[config.mk]
export PLATFORM = sky130hd
export DESIGN_NAME = regfile_shadow
export DESIGN_NICKNAME = d
export VERILOG_FILES = /design/src/rtl/cpu_pkg.sv /design/src/rtl/regfile_rdport.sv /design/src/rtl/regfile_shadow.sv
export SDC_FILE = /design/constraint.sdc
export NUM_CORES = 1
export LEC_CHECK = 0
export ABC_CLOCK_PERIOD_IN_PS = 2070
export CAP_MARGIN = 20
export CORE_ASPECT_RATIO = 0.9
export CORE_MARGIN = 3
export CORE_UTILIZATION = 62
export DETAILED_ROUTE_END_ITERATION = 8
export PLACE_DENSITY = 0.85
export SYNTH_ARGS = -nofsm -noshare
export SYNTH_HDL_FRONTEND = slang
export SYNTH_HIERARCHICAL = 1
export SYNTH_SLANG_ARGS = --single-unit
export TNS_END_PERCENT = 10
[constraint.sdc]
create_clock -name clk -period 2.07 [get_ports clk]
set_clock_uncertainty 0.05 [all_clocks]
set_input_delay 0.207 -clock clk [delete_from_list [all_inputs] [get_ports clk]]
set_output_delay 0.207 -clock clk [all_outputs]
set_load 0.01 [all_outputs]
[src/rtl/cpu_pkg.sv]
// Shared datapath sizing for the register file family.
// Latency: n/a (types and constants only).
// Backpressure: n/a.
package cpu_pkg;

  localparam int REG_DATA_W = 8;
  localparam int REG_ADDR_W = 2;
  localparam int REG_DEPTH  = 2 ** REG_ADDR_W;

  function automatic int depthOf(input int addrW);
    return 1 << addrW;
  endfunction

endpackage

[src/rtl/regfile_rdport.sv]
// One combinational read port: bank mux, same-cycle write bypass, zero-register mask.
// Latency: zero cycles (purely combinational).
// Backpressure: none; the port is always ready.
module regfile_rdport
  import cpu_pkg::*;
#(
  parameter int DATA_W   = REG_DATA_W,
  parameter int ADDR_W   = REG_ADDR_W,
  parameter int ZERO_REG = 0,
  parameter int BYPASS   = 1
) (
  input  logic [DATA_W-1:0] bank [depthOf(ADDR_W)],
  input  logic [ADDR_W-1:0] readAddr,
  input  logic              wrEn,
  input  logic [ADDR_W-1:0] wrAddr,
  input  logic [DATA_W-1:0] wrData,
  output logic [DATA_W-1:0] readData
);

  // Zero-register masking is applied last so it overrides the bypass.
  always_comb begin
    readData = bank[readAddr];
    if (BYPASS != 0 && wrEn && wrAddr == readAddr) begin
      readData = wrData;
    end
    if (ZERO_REG != 0 && readAddr == '0) begin
      readData = '0;
    end
  end

endmodule

[src/rtl/regfile_shadow.sv]
// 2-read/1-write register file with a one-deep shadow bank for context save/restore.
// Latency: reads combinational (optional write bypass); writes, Save and Restore take one edge.
// Backpressure: none; every request is accepted on the edge it is presented.
module regfile_shadow
  import cpu_pkg::*;
#(
  parameter int DATA_W   = REG_DATA_W,
  parameter int ADDR_W   = REG_ADDR_W,
  parameter int ZERO_REG = 0,
  parameter int BYPASS   = 1
) (
  input  logic              clk,
  input  logic              rst_n,
  input  logic              RegWrite,
  input  logic [ADDR_W-1:0] WriteR,
  input  logic [DATA_W-1:0] WriteD,
  input  logic [ADDR_W-1:0] Read1,
  input  logic [ADDR_W-1:0] Read2,
  output logic [DATA_W-1:0] ReadD1,
  output logic [DATA_W-1:0] ReadD2,
  input  logic              Save,
  input  logic              Restore,
  output logic              ShadowValid,
  output logic              RestoreErr
);

  localparam int DEPTH = depthOf(ADDR_W);

  logic [DATA_W-1:0] live       [DEPTH];
  logic [DATA_W-1:0] shadow     [DEPTH];
  logic [DATA_W-1:0] liveNext   [DEPTH];
  logic [DATA_W-1:0] shadowNext [DEPTH];
  logic              shadowValidQ;
  logic              restoreErrQ;
  logic              doRestore;
  logic              bypassEn;

  assign doRestore = Restore & shadowValidQ;
  // Keeps the bypass from leaking WriteD onto the read ports while reset is held.
  assign bypassEn  = RegWrite & rst_n;

  // Save and Restore both read pre-edge banks, so asserting both is a clean swap.
  always_comb begin
    for (int i = 0; i < DEPTH; i++) begin
      liveNext[i]   = doRestore ? shadow[i] : live[i];
      shadowNext[i] = Save ? live[i] : shadow[i];
      if (RegWrite && WriteR == ADDR_W'(i)) begin
        liveNext[i] = WriteD;
      end
      if (ZERO_REG != 0 && i == 0) begin
        liveNext[i]   = '0;
        shadowNext[i] = '0;
      end
    end
  end

  always_ff @(posedge clk or negedge rst_n) begin
    if (!rst_n) begin
      for (int i = 0; i < DEPTH; i++) begin
        live[i]   <= '0;
        shadow[i] <= '0;
      end
      shadowValidQ <= 1'b0;
      restoreErrQ  <= 1'b0;
    end else begin
      for (int i = 0; i < DEPTH; i++) begin
        live[i]   <= liveNext[i];
        shadow[i] <= shadowNext[i];
      end
      shadowValidQ <= Save | (shadowValidQ & ~Restore);
      restoreErrQ  <= restoreErrQ | (Restore & ~shadowValidQ);
    end
  end

  assign ShadowValid = shadowValidQ;
  assign RestoreErr  = restoreErrQ;

  regfile_rdport #(
    .DATA_W(DATA_W), .ADDR_W(ADDR_W), .ZERO_REG(ZERO_REG), .BYPASS(BYPASS)
  ) uRd1 (
    .bank(live), .readAddr(Read1), .wrEn(bypassEn),
    .wrAddr(WriteR), .wrData(WriteD), .readData(ReadD1)
  );

  regfile_rdport #(
    .DATA_W(DATA_W), .ADDR_W(ADDR_W), .ZERO_REG(ZERO_REG), .BYPASS(BYPASS)
  ) uRd2 (
    .bank(live), .readAddr(Read2), .wrEn(bypassEn),
    .wrAddr(WriteR), .wrData(WriteD), .readData(ReadD2)
  );

endmodule

==> metrics, run 1 <==
status=finished, final reports clean; DIE WIDTH=90.5 um; fill count=395; Tot Pwr=4.06 mW; Fin Hold WS=0.0316 ns; final core utilization=0.755; DRC=0; Fin. Hold Viols=0; iteration-0 DRC count of the detailed router=234; CTS max path bufs=2; worst slew pin tran=0.840 ns; Die ar.=7420 um^2; RSZ-0062 raised after global routing=no; Num CTS Buffers=9; PnR worst setup slack=0.0413 ns; Final Cycle Share=0.980; placer's final routability congestion estimate=0.802; crit path max fanout=4; CTS tree=yes; largest net degree at the start of global routing=67; Clock Pin Slew Worst Setup and Hold Paths=0.07 ns; clk sink count=66; Core ar.=6180 um^2; type of the most critical hold path=input port to asynchronous set/reset pin; number of global-route vias before repair=2956; power per cell area=869 nW/um^2; Syn Nets=324; fin area=4670 um^2; CP Data Required Time=1.81 ns; register area share after synthesis=0.415; Cell Area, Synth=3980 um^2; post-synthesis cell type count=24; final std cells w/o fill=426; Max Freq=0.493 GHz; Post-DP Area=4430 um^2; final setup TNS=0 ns; # diodes=0; DRT Pass-1 Iters=5; post-DP HPWL=5620 um; Final min period=2.03 ns; Slew Viols, Final=0; global-route wire length before repair=15700 um; LEAKAGE=1.97 nW; Overflow after GRT=0; pre-CTS setup slack=-0.349 ns; share of cells above drive strength 1=0.451; area grow syn2layout=17.3%; Max-Cap Viols=0; routed wire length=9550 um; crit path DAT=1.77 ns; worst rel slew slack=0.440; cell count after synthesis=305; syn_area_per_cell=13.0 um^2; WS Path Type=flop to output port; die height=82.0 um; synth warn=6; Worst-Skew Late Latency=0.34 ns; H-tree depth=3; area occupied by multi-input gates=2170 um^2; register area=1650 um^2; average wire per standard cell=22.4 um; Setup-failing EPs final=0; worst vdd ir=0.000552 V; clock root buffer=clkbuf_8; Critical Path End Type=output port; critical path startpoint category=flop; initial antenna violation count=0; Via density=6.77; I/O Pins=37; ANT nets after route=0; number of nets in the layout=353; flops & latches, synth=66; via count=2885; DP Cell Count=408; row count=27; Initial Util=0.644; IO Port Bufs=36; GR Util All Layers=0.276
==> layout make-up <==
type	count	area share
multi-input cells	205	0.466
flip-flops and latches	66	0.354
repair buffers	51	0.121
clock buffers	13	0.0319
well taps	87	0.0233
clock inverters	3	0.00322
inverters	1	0.000804
==> final timing paths <==
check	slack, ns	from	cells past startpoint	endpoint
worst max-delay path	0.04	live[8]$_DFFE_PN0P_	3	ReadD1[0]
worst min-delay path	0.03	rst_n	2	live[30]$_DFFE_PN0P_
worst max register to register	0.86	ShadowValid$_DFF_PN0_	3	live[3]$_DFFE_PN0P_
worst min register to register	0.43	RestoreErr$_DFF_PN0_	1	RestoreErr$_DFF_PN0_
max in group asynchronous	1.34	rst_n	2	ShadowValid$_DFF_PN0_
min in group clk	0.35	Restore	3	live[23]$_DFFE_PN0P_
==> report_power, final <==
part           leakage (nW)  switching (mW)  internal, mW
registers             0.787           0.246          1.61
clock network        0.0872           0.480         0.463
logic                  1.10           0.466         0.793
==> cells in the mapped netlist <==
| master | instances | area, um^2 |
|---|---|---|
| and4bb_2 | 14 | 175 |
| buf_4 | 1 | 7.51 |
| nor4bb_1 | 2 | 20.0 |
| mux2_4 | 16 | 240 |
| a21bo_2 | 32 | 320 |
| nand3b_2 | 2 | 22.5 |
| and4b_1 | 8 | 80.1 |
| buf_2 | 20 | 100 |
| mux4_2 | 16 | 360 |
| or3b_1 | 1 | 8.76 |
| mux2_2 | 32 | 360 |
| clkbuf_1 | 9 | 33.8 |
| inv_1 | 1 | 3.75 |
| xnor2_2 | 4 | 65.1 |
| nand3_4 | 2 | 35.0 |
| buf_6 | 3 | 33.8 |
| o21bai_1 | 1 | 7.51 |
| a31oi_1 | 32 | 200 |
| nand3_1 | 32 | 160 |
| nand3_2 | 1 | 10.0 |
| dfrtp_1 | 66 | 1650 |
| and2_1 | 1 | 6.26 |
| a21o_1 | 1 | 7.51 |
| nor4b_1 | 8 | 70.1 |
==> placed cells by master (no fill, tap or decap), types with 10 or more instances in the layout <==
cell and count:
dfrtp_1 65, nand3_1 32, a21bo_2 32, a31oi_1 32, mux2_2 32, mux4_2 16
mux2_4 16, and4bb_2 14, clkdlybuf4s50_1 12, clkdlybuf4s15_1 12, clkbuf_8 10
==> critical path: stages, from the launching register on <==
cell,delay [ns]
dfrtp_1,0.42
mux4_2,0.47
mux2_4,0.26
dlygate4sd2_1,0.28
==> sequential cells by signal, indices dropped and copies added, names as in the netlist <==
signal,flops
live,32
RestoreErr,1
shadow,32
ShadowValid,1
==> layer usage <==
layer  vias up  part of all wire  wire length, um  track usage
met1      1446              0.40             3780        0.355
met3        25             0.082              778       0.0769
met2       152              0.49             4720        0.449
met4         0             0.028              264        0.113
li1       1262                 -                -            -
met5         -                 0                0            0
==> what timing repair did <==
item,in CTS,in global routing
hold buffers,0,0
gates resized for setup,29,14
pin swaps,2,1
setup buffers,0,0
setup endpoints to repair,16,15
cloned,2,0
==> cells by family (layout without fill, tap and decap cells) <==
group           count (synthesis)  in the layout  share of synthesized area
simple gates                   71             71                      0.148
compound gates                 66             66                      0.135
flops                          66             66                      0.415
mux                            64             64                      0.241
buf+inv                        34             68                     0.0450
xor+xnor                        4              4                     0.0163
Note: power is estimated with default switching activity, not from simulation.
==> run 2, diff against run 1 <==
--- a/config.mk
+++ b/config.mk
@@ -9,9 +9,10 @@
 export CAP_MARGIN = 20
 export CORE_ASPECT_RATIO = 0.9
 export CORE_MARGIN = 3
-export CORE_UTILIZATION = 62
+export CORE_UTILIZATION = 60
+export CTS_CLUSTER_SIZE = 30
 export DETAILED_ROUTE_END_ITERATION = 8
-export PLACE_DENSITY = 0.85
+export PLACE_DENSITY = 0.83
 export SYNTH_ARGS = -nofsm -noshare
 export SYNTH_HDL_FRONTEND = slang
 export SYNTH_HIERARCHICAL = 1
==> run 2 against run 1 <==
- the run now ends with negative hold slack left
- critical path depth did not move
- wire length down 1.2%
- total power rose by 3.2%
- utilization about the same
- global-route usage decreased by 1.7 points
==> metrics, run 2 (same netlist as run 1, synthesis figures left out) <==
status=finished with violations; failing checks=negative hold slack; worst vdd ir=0.000578 V (+4.8%); # diodes=0 (unchanged); CTS tree=yes; commonest non-fill, non-tap cell in the layout=dfrtp_1; Overflow after GRT=0 (unchanged); LEAKAGE=2.01 nW (+2.1%); IO Port Bufs=36 (unchanged); Hold Buf Count CTS=0 (unchanged); CP Data Required Time=1.81 ns (about the same); clk sink count=66 (unchanged); crit path DAT=1.77 ns (about the same); Worst-Skew Late Latency=0.35 ns (about the same); Slew Viols, Final=0 (unchanged); Reg2Reg Setup Slack=0.80 ns (-0.06 ns); Clock Pin Slew Worst Setup and Hold Paths=0.07 ns (about the same); GR Util All Layers=0.259 (-0.0169); average wire per standard cell=21.6 um (-3.4%); Tot Pwr=4.19 mW (+3.2%); I/O Pins=37 (unchanged); worst slew pin tran=0.832 ns (-0.00748 ns); number of global-route vias before repair=2847 (-3.7%); iteration-0 DRC count of the detailed router=318 (+36%); worst rel slew slack=0.445 (+0.00499); ANT nets after route=0 (unchanged); fill count=423 (+7.1%); CP Launch Point=live[13]$_DFFE_PN0P_; RSZ-0062 raised after global routing=no; placer's final routability congestion estimate=0.814 (+1.5%); Critical Path End Type=output port; area grow syn2layout=19.2%; final std cells w/o fill=436 (+2.3%); Setup-failing EPs final=0 (unchanged); via count=2878 (-0.24%); type of the most critical hold path=input port to asynchronous set/reset pin; Max Freq=0.494 GHz (+0.13%); CTS max path bufs=2 (unchanged); largest registers=live (32), shadow (32); share of cells above drive strength 1=0.470 (+0.0186); Core ar.=6280 um^2 (+1.6%); Final min period=2.03 ns (-0.00262 ns); Fin. Hold Viols=4 (+4); Num CTS Buffers=9 (unchanged); DRC=0 (unchanged); clock root buffer=clkbuf_8; Post-DP Area=4440 um^2 (+0.34%); H-tree depth=3 (unchanged); Initial Util=0.633 (-0.0104); row count=27 (unchanged); critical path startpoint category=flop; commonest cells after routing, fill and taps aside=dfrtp_1 (65), nand3_1 (32), a21bo_2 (32), a31oi_1 (32), mux2_2 (32); routed wire length=9440 um (-1.2%); Die ar.=7650 um^2 (+3.1%); DP Cell Count=410 (+0.49%); DIE WIDTH=91.9 um (+1.5%); Max-Cap Viols=0 (unchanged); worst r2r src=ShadowValid$_DFF_PN0_; Final Cycle Share=0.979 (-0.00127); crit path max fanout=4 (unchanged); die height=83.3 um (+1.5%); fin area=4740 um^2 (+1.6%); power per cell area=882 nW/um^2 (+1.6%); initial antenna violation count=0 (unchanged); Via density=6.60 (-2.5%); final core utilization=0.755 (about the same); largest net degree at the start of global routing=67 (unchanged); number of nets in the layout=363 (+2.8%); Fin Hold WS=-0.00608 ns (-0.0377 ns); global-route wire length before repair=15400 um (-2.2%); post-DP HPWL=5690 um (+1.2%); WS Path Type=flop to output port; DRT Pass-1 Iters=4 (-1)
==> run 2: cell types whose count changed in the layout (fill, tap and decap cells not counted), moves of 2 or more <==
cell	previous run	this run
buf_4	7	18
clkbuf_1	3	1
dlygate4sd2_1	8	6
clkdlybuf4s15_1	12	15
==> run 2: routing by layer <==
layer	global-route usage	wire [um]	vias up
li1	-	-	1279
met2	0.416	4660	107
met4	0.0648	141	0
met1	0.355	3940	1476
met5	0	0	-
met3	0.0643	686	16
==> run 2: layout make-up <==
type | instances | area, um^2 | area share
Tap cell | 87 | 109 | 0.0229
Multi-Input combinational cell | 205 | 2160 | 0.456
Timing Repair Buffer | 61 | 632 | 0.133
Sequential cell | 66 | 1650 | 0.348
Clock buffer | 10 | 128 | 0.0269
Clock inverter | 6 | 57.6 | 0.0121
Inverter | 1 | 3.75 | 0.000791
==> run 2: worst max-delay path: stages (launching register included) <==
cell,delay [ns]
dfrtp_1,0.43
mux4_2,0.47
mux2_4,0.26
dlygate4sd2_1,0.28
==> run 2: what timing repair did <==
action | in CTS | in global routing
buffers inserted | 3 | 6
setup endpoints to repair | 16 | 14
pin swaps | 2 | 0
gates resized for setup | 27 | 14
gates cloned | 1 | 0
hold endpoints to repair | 0 | 0
==> run 2: report_power, final <==
| part | internal (mW) | switching (mW) | total [mW] |
|---|---|---|---|
| registers | 1.61 | 0.235 | 1.84 |
| logic | 0.827 | 0.476 | 1.30 |
| clock network | 0.548 | 0.492 | 1.04 |
==> run 2: metrics by stage <==
stage | hold slack [ns] | setup slack [ns] | setup TNS, ns
after floorplan | -0.139 | 0.581 | 0
after global placement | 0.411 | -0.309 | -4.76
after detailed placement | 0.416 | -0.338 | -5.15
after CTS | 0.0421 | 0.00525 | 0
after global routing | 0.0688 | 0.00398 | 0
final | -0.00608 | 0.0439 | 0
==> run 2: final timing paths <==
kind                                              end  cells past startpoint
worst max-delay path                        ReadD1[5]                      3
worst min-delay path             live[30]$_DFFE_PN0P_                      2
worst max register to register   live[20]$_DFFE_PN0P_                      3
worst min register to register   RestoreErr$_DFF_PN0_                      1
max in group asynchronous       ShadowValid$_DFF_PN0_                      2
min in group clk                 RestoreErr$_DFF_PN0_                      4
